--- src/rtl/port_fifo_hub.sv ---
// Per-port TX/RX word-pair FIFOs between a CPU strobe interface and a device handshake.
// Each port is independent; halt flags CPU strobes that hit a full TX or empty RX.
module port_fifo_hub #(
    parameter int PORT_COUNT = 4,
    parameter int DATA_WIDTH = 16,
    parameter int DEPTH      = 4
) (
    input  logic                                clk,
    input  logic                                rst,
    input  logic [PORT_COUNT*2*DATA_WIDTH-1:0]  port_d_out,
    input  logic [PORT_COUNT-1:0]               port_inform_write,
    input  logic [PORT_COUNT-1:0]               port_inform_read,
    output logic [PORT_COUNT*2*DATA_WIDTH-1:0]  port_d_in,
    output logic                                halt,
    output logic [PORT_COUNT-1:0]               dev_tx_valid,
    output logic [PORT_COUNT*2*DATA_WIDTH-1:0]  dev_tx_data,
    input  logic [PORT_COUNT-1:0]               dev_tx_ready,
    input  logic [PORT_COUNT-1:0]               dev_rx_valid,
    input  logic [PORT_COUNT*2*DATA_WIDTH-1:0]  dev_rx_data,
    output logic [PORT_COUNT-1:0]               dev_rx_ready,
    output logic [PORT_COUNT-1:0]               err_overflow,
    output logic [PORT_COUNT-1:0]               err_underflow
);

    localparam int PW = 2 * DATA_WIDTH;
    localparam int AW = $clog2(DEPTH);
    localparam int CW = AW + 1;
    localparam logic [CW-1:0] FULL = CW'(DEPTH);

    logic [PORT_COUNT-1:0] halt_vec;

    assign halt = |halt_vec;

    for (genvar p = 0; p < PORT_COUNT; p++) begin : g_port
        logic [PW-1:0] tx_mem [DEPTH];
        logic [PW-1:0] rx_mem [DEPTH];
        logic [AW-1:0] tx_rd;
        logic [AW-1:0] tx_wr;
        logic [AW-1:0] rx_rd;
        logic [AW-1:0] rx_wr;
        logic [CW-1:0] tx_cnt;
        logic [CW-1:0] rx_cnt;
        logic          tx_full;
        logic          tx_empty;
        logic          rx_full;
        logic          rx_empty;
        logic          tx_push;
        logic          tx_pop;
        logic          rx_push;
        logic          rx_pop;
        logic          ovf_q;
        logic          unf_q;

        assign tx_full  = (tx_cnt == FULL);
        assign tx_empty = (tx_cnt == '0);
        assign rx_full  = (rx_cnt == FULL);
        assign rx_empty = (rx_cnt == '0);

        // A push on a full TX is rejected even when the device pops that edge
        assign tx_push = port_inform_write[p] & ~tx_full;
        assign tx_pop  = dev_tx_ready[p] & ~tx_empty;
        assign rx_pop  = port_inform_read[p] & ~rx_empty;
        assign rx_push = dev_rx_valid[p] & ~rx_full;

        assign dev_tx_valid[p]          = ~rst & ~tx_empty;
        assign dev_tx_data[p*PW +: PW]  = tx_mem[tx_rd];
        assign dev_rx_ready[p]          = ~rst & ~rx_full;
        assign port_d_in[p*PW +: PW]    = (rst | rx_empty) ? '0 : rx_mem[rx_rd];
        assign err_overflow[p]          = ovf_q;
        assign err_underflow[p]         = unf_q;

        assign halt_vec[p] = ~rst & ((port_inform_write[p] & tx_full) |
                                     (port_inform_read[p] & rx_empty));

        always_ff @(posedge clk) begin
            if (!rst && tx_push) begin
                tx_mem[tx_wr] <= port_d_out[p*PW +: PW];
            end
            if (!rst && rx_push) begin
                rx_mem[rx_wr] <= dev_rx_data[p*PW +: PW];
            end
        end

        always_ff @(posedge clk) begin
            if (rst) begin
                tx_rd  <= '0;
                tx_wr  <= '0;
                tx_cnt <= '0;
                rx_rd  <= '0;
                rx_wr  <= '0;
                rx_cnt <= '0;
                ovf_q  <= 1'b0;
                unf_q  <= 1'b0;
            end else begin
                if (tx_push) begin
                    tx_wr <= tx_wr + AW'(1);
                end
                if (tx_pop) begin
                    tx_rd <= tx_rd + AW'(1);
                end
                tx_cnt <= tx_cnt + CW'(tx_push) - CW'(tx_pop);
                if (rx_push) begin
                    rx_wr <= rx_wr + AW'(1);
                end
                if (rx_pop) begin
                    rx_rd <= rx_rd + AW'(1);
                end
                rx_cnt <= rx_cnt + CW'(rx_push) - CW'(rx_pop);
                if (port_inform_write[p] && tx_full) begin
                    ovf_q <= 1'b1;
                end
                if (port_inform_read[p] && rx_empty) begin
                    unf_q <= 1'b1;
                end
            end
        end
    end

endmodule

--- config.mk ---
export PLATFORM = sky130hd
export DESIGN_NAME = port_fifo_hub
export DESIGN_NICKNAME = d
export VERILOG_FILES = /design/src/rtl/port_fifo_hub.sv
export SDC_FILE = /design/constraint.sdc
export NUM_CORES = 1
export LEC_CHECK = 0
export ABC_CLOCK_PERIOD_IN_PS = 1900
export BUFFER_PORTS_ARGS = -buffer_cell sky130_fd_sc_hd__buf_2
export CAP_MARGIN = 20
export CELL_PAD_IN_SITES_DETAIL_PLACEMENT = 0
export CELL_PAD_IN_SITES_GLOBAL_PLACEMENT = 1
export CORE_MARGIN = 3
export CORE_UTILIZATION = 45
export DETAILED_ROUTE_END_ITERATION = 7
export PLACE_DENSITY_LB_ADDON = 0.1
export SLEW_MARGIN = 20
export SYNTH_ARGS = -nofsm -noshare
export SYNTH_HDL_FRONTEND = slang
export SYNTH_SLANG_ARGS = --single-unit
--- constraint.sdc ---
create_clock -name clk -period 1.9 [get_ports clk]
set_input_delay 0.095 -clock clk [delete_from_list [all_inputs] [get_ports clk]]
set_output_delay 0.095 -clock clk [all_outputs]
set_load 0.03 [all_outputs]
**Word-level counts from Yosys, hierarchy flattened**

Memories as Yosys holds them, arrays and structs flattened. A register that Yosys moved wholly into a read port is not among the register bits.
Index checks and enable logic that the tools add are counted.

- Flip-flop bits (word level): 64
- Bits in writable memories: 1024
- Bits of input ports: 274
- Output and inout bits: 273
- Logic and storage cells: 203
- Memories kept: 8

Memories:

| name | depth | bits a word | rd ports | clocked after Yosys merged registers in | write ports | line | text |
|---|---|---|---|---|---|---|---|
| g_port[0].rx_mem | 4 | 32 | 1 | 1 | 1 | 36 | `logic [PW-1:0] rx_mem [DEPTH];` |
| g_port[0].tx_mem | 4 | 32 | 1 | 1 | 1 | 35 | `logic [PW-1:0] tx_mem [DEPTH];` |
| g_port[1].rx_mem | 4 | 32 | 1 | 1 | 1 | 36 |  |
| g_port[1].tx_mem | 4 | 32 | 1 | 1 | 1 | 35 |  |
| g_port[2].rx_mem | 4 | 32 | 1 | 1 | 1 | 36 |  |
| g_port[2].tx_mem | 4 | 32 | 1 | 1 | 1 | 35 |  |
| +2 memories | n/a | n/a | n/a | n/a | n/a | n/a |  |

- $add $sub $neg: 32
- Equal/unequal tests: 8
- Mux-type cells: 36
- Bitwise logic cells: 61
- Reduce and logical (&&, ||, !) cells: 26

Operators by type and width:

| kind | count |
|---|---|
| 32-bit two-way mux | 4 |
| 1-bit AND | 36 |
| 2-bit by 1-bit adder with 2-bit output, second input constant | 16 |
| 2-bit two-way mux | 16 |
| 3-bit by 1-bit adder with 3-bit output | 8 |
| 3-bit equality test, second input constant | 8 |
| 3-bit logical NOT | 8 |
| 3-bit by 1-bit subtractor with 3-bit output | 8 |
| 1-bit inverter | 17 |
| 1-bit logical AND | 16 |
| 1-bit two-way mux | 16 |
| 1-bit OR | 8 |
| 4-bit OR reduction | 1 |
| 1-bit logical NOT | 1 |

**Logic depth before layout (Yosys ltp)**

Gate-level depths: netlist of run 1.

- Depth after elaboration: 6
- Gate-level depth with buffers: 9
- Mapped depth without buffers: 9

**Worst setup path after synthesis of run 1**

Ideal clock, no wire load.

- Path type: reg-to-reg
- From: reg g_port[1].rx_cnt[2]
- To: reg g_port[1].rx_cnt[2]
- Setup time: 0.117 ns
- Arrival: 1.959 ns
- Data required time: 1.783 ns
- Path slack: -0.176 ns
- Stages on the path, launching flop included: 10
- Path buffers: 0
- Period minus slack after synthesis: 2.076 ns
- Cell sequence: dfxtp_1 > or3b_2 > nand2_1 > ha_1 > inv_1 > ha_1 > inv_1 > fa_1 > xnor2_1 > nor2_1

- Longest elaborated chain between the ends: 5
- Elaborated cells on any way between the ends: 8
- Classes of those cells: add/sub (2); eq/ne (1); bitwise (4); reduce/logical (1)

Ends and longest elaborated chain:

| element | line | text |
|---|---|---|
| start, declared | 42 | `logic [CW-1:0] rx_cnt;` |
| start signal, assigned | 108 | `rx_cnt <= rx_cnt + CW'(rx_push) - CW'(rx_pop);` |
| 3-bit equality test | 56 | `assign rx_full = (rx_cnt == FULL);` |
| 1-bit inverter | 63 | `assign rx_push = dev_rx_valid[p] & ~rx_full;` |
| 1-bit AND | 63 |  |
| 3-bit by 1-bit adder with 3-bit output | 108 |  |
| 3-bit by 1-bit subtractor with 3-bit output (*) | 108 |  |

Every way passes the cells marked *; elsewhere a longest branch is shown, timed or not.
A chain may end at the register's enable or synchronous reset.

==> impl_metrics.ini, run 1 <==
[route]
vias = 22100
avgRoutedWirePerCell_um = 22.3
top_layer = met5
wl_met1_um = 37400
wl_um = 96300
vias_per_cell = 5.12
routed-wl-met3_um = 5900
met2WireLength_um = 50500
dr.pass1.iters = 7
drtIter0Drc = 1454
ant_nets = 0
drc = 0

[timing]
hold_viol = 0
setup_viol = 266
tightest_slew_ns = 0.647
rsz0062_at_grt = yes
layout_setup_ws_ns = -0.327
clock-skew-final_ns = 0.0236
drv_slew = 0
tns_ns = -61.01
fin_hold_ws_ns = 0.166
finalCritPeriodShare_pct = 117
slew_headroom_pct = 56.7
period_needed_ns = 2.23
fmax_ghz = 0.449

[setup_path]
worst-path-buf-inv = 2
path_cells = clkbuf_16, mux4_2, nor2b_2, buf_6
cp-start-kind = register
slowest_stage = mux4_2
crit_path_end_kind = primary output
required_ns = 1.80
slowest_delay_ns = 0.49
path_delay_family = multiplexers
cp_max_fo = 6
arrival_ns = 2.13
path_class = reg2out

[global_routing]
grt_pass1_vias = 23800
grt_pass1_wl_um = 145000
grt_max_degree = 33
grt-ovfl-total = 0
grt_use_total_pct = 19.7
antenna_found_initial = 12

[power_and_ir_drop]
netSwitchingFraction_pct = 29.3
p_per_area_mw_per_mm2 = 1320
peakVddDrop_v = 0.000817
pwr-share-seq_pct = 38.5
comb_power_share_pct = 33.2
internal-power_w = 0.0536
p_clk_share_pct = 28.3
power.switching_w = 0.0222
leakagePower_nw = 20.1

[hold_path]
worstHoldPathType = in2reg

[place]
hpwlAfterDp_um = 58200
post-place-ws_ns = -0.197
io_buffers = 546
gp_congestion = 0.755

[floorplan]
die_area_mm2 = 0.0971
core_region_area_mm2 = 0.0921
die_y_um = 312
num_rows = 111
initial_core_util_pct = 45.6
die_width_um = 312
io_pins = 547

[yosys]
synth_cells = 1923
ys_types = 40
yosys.area.top_type = edfxtp_1
synth_commonest_cells = edfxtp_1, mux4_2, nor2b_1, dfxtp_1, nor2_1
postSynthAreaPerCell_um2 = 21.8
yosysTopAreaCellShare_pct = 73.2
synth-edff-count = 1024
synth_fp_nets = 2246
async_reset_ff_share_pct = 0
synth.area.top_cells = edfxtp_1, mux4_2, dfxtp_1
ys.flop_type = edfxtp_1
synth_seq_cells = 1104
yosysMostFrequentCell = edfxtp_1
syn_area_mm2 = 0.0420
yosys_warnings = 0
yosysSeqAreaShare_pct = 77.0

[job]
drv_cap = 0

[cells_and_area]
area_growth_pct = 37.2
num-fill-cells = 6445
fin_util_pct = 62.6
drive_gt1_share_pct = 44.5
nNetsFinal = 3295

[clock_network]
clk_latency_ns = 0.68
h-tree-depth = 3
cts_buffer_depth = 3
numCtsBuffers = 113
cts_tree = built
path_clk_slew_ns = 0.06
clock_sinks = 1104
cts_root_buffer = clkbuf_16

[outcome]
status = finished, violations left
violations = negative setup slack
==> metrics by stage <==
step           cells  power [W]  cell area, um2
6_report        4321     0.0758           57600
5_1_grt         4314     0.0791           57600
4_1_cts         4294     0.0745           56300
3_5_place_dp    3754     0.0481           47600
3_3_place_gp    3754     0.0478           47600
2_1_floorplan   1923     0.0422           42100
==> final cells by class <==
type	count	area [um2]	area share, %
flip-flops and latches	1104	32400	56.3
clock inverters	74	664	1.15
inverters	34	128	0.221
multi-input cells	697	9850	17.1
clock buffers	139	2960	5.13
diodes	8	20.0	0.0347
well taps	1243	1560	2.70
repair buffers	1022	10000	17.4
==> metal layers <==
metal	GRT usage, %	up-vias
met5	0	-
met1	24.3	11500
met3	5.19	149
met2	34.2	564
li1	-	9920
met4	5.69	10
==> logic make-up after synthesis <==
group	count (synthesis)	synth area share [%]
adder cells (fa/ha/maj)	49	1.60
multiplexers	256	13.8
flip-flops	1104	77.0
AND/OR/NAND/NOR	298	4.11
AO/OA/AOI/OAI	58	0.858
buffers and inverters	122	1.89
XOR/XNOR	36	0.750
==> registers in the layout (all words and copies together) (netlist names), named ones only <==
register,flops
g_port.rx_mem,512
g_port.tx_mem,512
g_port.rx_cnt,12
g_port.tx_cnt,12
g_port.rx_rd,8
g_port.rx_wr,8
g_port.tx_rd,8
g_port.tx_wr,8
g_port.ovf_q,4
g_port.unf_q,4
==> cells in the final DEF, fill, tap and decap left out, drive strengths merged <==
cell type	n
nor4b	4
fa	8
bufinv	11
nand3b	2
nand2	3
a31oi	1
diode	8
xor2	24
dlygate4sd3	279
edfxtp	1024
o31ai	8
a21oi	23
mux4	256
or3b	6
nor3b	8
ha	41
nand3	15
nand2b	9
o21ai	16
nor2	56
xnor2	12
clkinv	49
or2	4
nor3	16
nor4	1
a22oi	2
buf	735
inv	39
or3	2
clkinvlp	9
o311ai	8
nor2b	140
dlymetal6s4s	1
and2	32
dfxtp	80
clkbuf	146
==> worst paths after layout <==
| kind | end | depth (start not counted) | slack (ns) | startpoint |
|---|---|---|---|---|
| max | port_d_in[2] | 4 | -0.33 | register |
| min | g_port[3].tx_mem[1][21] | 2 | 0.17 | port_d_out[117] |
| max reg2reg | g_port[2].rx_cnt[1] | 8 | -0.16 | g_port[2].rx_cnt[1] |
| min reg2reg | g_port[1].unf_q | 2 | 0.47 | g_port[1].unf_q |
==> worst reg2reg max path: cells and delay by family, from the launching register on <==
| kind | cells | cell delay [ns] |
|---|---|---|
| buffers and inverters | 2 | 0.22 |
| XOR/XNOR | 1 | 0.16 |
| flip-flops | 1 | 0.33 |
| AND/OR/NAND/NOR | 3 | 0.58 |
| adder cells (fa/ha/maj) | 2 | 0.64 |
==> repair_timing <==
action / 4_1_cts / 5_1_grt
setup buffers: 26 / 23
cloned: 22 / 8
pin swaps: 23 / 32
endpoints found under the setup margin: 271 / 277
gates resized for setup: 436 / 360
endpoints found under the hold margin: 1098 / 0
hold buffers: 280 / 0
==> power groups by stage <==
| stage | clock network, W | logic, W | registers [W] |
|---|---|---|---|
| 6_report | 0.0214 | 0.0252 | 0.0292 |
| 4_1_cts | 0.0220 | 0.0234 | 0.0292 |
| 5_1_grt | 0.0230 | 0.0267 | 0.0293 |
| 3_3_place_gp | 0 | 0.0185 | 0.0294 |
| 2_1_floorplan | 0 | 0.0129 | 0.0293 |
| 3_5_place_dp | 0 | 0.0186 | 0.0295 |
Power figures use the tool's default switching activity.
==> run 2, diff against run 1 <==
- CORE_MARGIN: 3 -> not set
==> run 2 against run 1 <==
  * The flow still finishes with violations (negative setup slack)
  * Non-clock buffer count shrank 38
  * Setup slack gained 0.0043 ns
  * Register-to-register slack better by 0.05 ns
  * Cell area is 1.5% lower
  * Maximum frequency is 0.19% higher
  * Largest cell class unchanged
==> impl_metrics.ini, run 2 (same netlist as run 1, synthesis figures left out) <==
[cells_and_area]
reg_top3 = g_port.rx_mem: 512 flops, g_port.tx_mem: 512 flops
final_cell_mix = edfxtp_1, buf_2, dlygate4sd3_1, mux4_2, buf_6
final-seq-area_mm2 = 0.0324
num-fill-cells = 6631
nNetsFinal = 3261
final_area_mm2 = 0.0567
multi_input_area_mm2 = 0.00973
finalNonFillerCells = 4273
drive_gt1_share_pct = 43.1
area_growth_pct = 35.1
layout_commonest_cell = edfxtp_1

[floorplan]
die_width_um = 308
die_y_um = 308
core_region_area_mm2 = 0.0921
io_pins = 547
initial_core_util_pct = 45.6
die_area_mm2 = 0.0946
num_rows = 111

[clock_network]
cts_buffer_depth = 3
numCtsBuffers = 115
clock_sinks = 1104
h-tree-depth = 3
clk_latency_ns = 0.68
cts_tree = built
path_clk_slew_ns = 0.06
cts_root_buffer = clkbuf_16

[timing]
rsz0062_at_grt = yes
drv_slew = 0
period_needed_ns = 2.22
tightest_slew_ns = 0.895
slew_headroom_pct = 40.2
setup_viol = 260
fin_hold_ws_ns = 0.0496
finalCritPeriodShare_pct = 117
layout_setup_ws_ns = -0.322
hold_viol = 0
clock-skew-final_ns = 0.0177
fmax_ghz = 0.450

[place]
placed_area_mm2 = 0.0474
io_buffers = 546
post-place-ws_ns = -0.193
hpwlAfterDp_um = 56400
dp_cells = 3744
gp_congestion = 0.754

[setup_path]
cp_max_fo = 5
r2r_start = g_port[3].rx_cnt[2]
cp-start-kind = register
arrival_ns = 2.13
path_class = reg2out
rrSetupSlack_ns = -0.11
crit_path_end = port_d_in[33]
crit_path_end_kind = primary output
worstReg2RegEnd = g_port[3].rx_cnt[1]
required_ns = 1.80
reg2reg_depth = 8

[power_and_ir_drop]
leakagePower_nw = 19.7
p_per_area_mw_per_mm2 = 1310
peakVddDrop_v = 0.000881

[route]
dr.pass1.iters = 7
ant_nets = 0
vias = 21800
vias_per_cell = 5.09
drtIter0Drc = 1297
avgRoutedWirePerCell_um = 22.2
wl_um = 94900
drc = 0

[job]
drv_cap = 0

[global_routing]
grt-ovfl-total = 0
antenna_found_initial = 10
grt_use_total_pct = 20.0
grt_pass1_vias = 23500
grt_pass1_wl_um = 141000
grt_max_degree = 33

[outcome]
status = finished, violations left
violations = negative setup slack

[hold_path]
worstHoldPathType = in2reg
-- run 2: critical path, stage by stage (launching register included) --
cell and delay [ns]:
dfxtp_4 0.38, buf_12 0.14, buf_12 0.13, mux4_2 0.49, nor2b_1 0.14, buf_4 0.17
-- run 2: worst min path at each step --
stage	startpoint	slack, ns	depth (start not counted)	to
floorplan	dev_rx_data[0]	0.19	0	g_port[0].rx_mem[0][0]
global placement	dev_rx_data[102]	0.30	1	g_port[3].rx_mem[0][6]
detailed placement	dev_rx_data[30]	0.31	1	g_port[0].rx_mem[2][30]
CTS	rst	0.02	3	g_port[2].ovf_q
global route	rst	0.05	3	g_port[2].tx_cnt[1]
finish	rst	0.05	3	g_port[2].tx_cnt[1]
-- run 2: layout make-up --
| type | instances | area share, % |
|---|---|---|
| repair buffers | 984 | 16.4 |
| diodes | 5 | 0.0221 |
| clock inverters | 53 | 0.785 |
| clock buffers | 151 | 5.51 |
| inverters | 34 | 0.229 |
| well taps | 1243 | 2.74 |
| flip-flops and latches | 1104 | 57.2 |
| multi-input cells | 699 | 17.2 |
-- run 2: per-layer routing --
layer	track usage [%]	routed length [um]	up-vias
li1	-	-	9832
met1	24.5	36800	11300
met2	34.6	49900	522
met3	5.46	5950	139
met4	5.51	2150	12
met5	0	71	-
-- run 2: power by group --
part           leakage [nW]  internal [W]  switching, W
clock network          1.74        0.0125       0.00880
logic                  8.01        0.0119        0.0121
registers              9.96        0.0283      0.000902
total                  19.7        0.0528        0.0218
-- run 2: repair_timing --
item / in CTS / in global routing
cloned: 24 / 2
hold endpoints to repair: 1087 / 0
setup buffers: 19 / 10
hold buffers: 276 / 0
endpoints found under the setup margin: 269 / 438
gates resized for setup: 420 / 296
pin swaps: 8 / 23
-- run 2: metrics by stage --
step           TNS [ns]  total power, W  utilization [%]
6_report         -55.37          0.0746             61.6
5_1_grt          -81.34          0.0776             61.6
2_1_floorplan   -0.0473          0.0422                -
4_1_cts          -82.74          0.0741             60.6
3_5_place_dp     -0.587          0.0479             51.5
3_3_place_gp     -0.126          0.0476             51.5
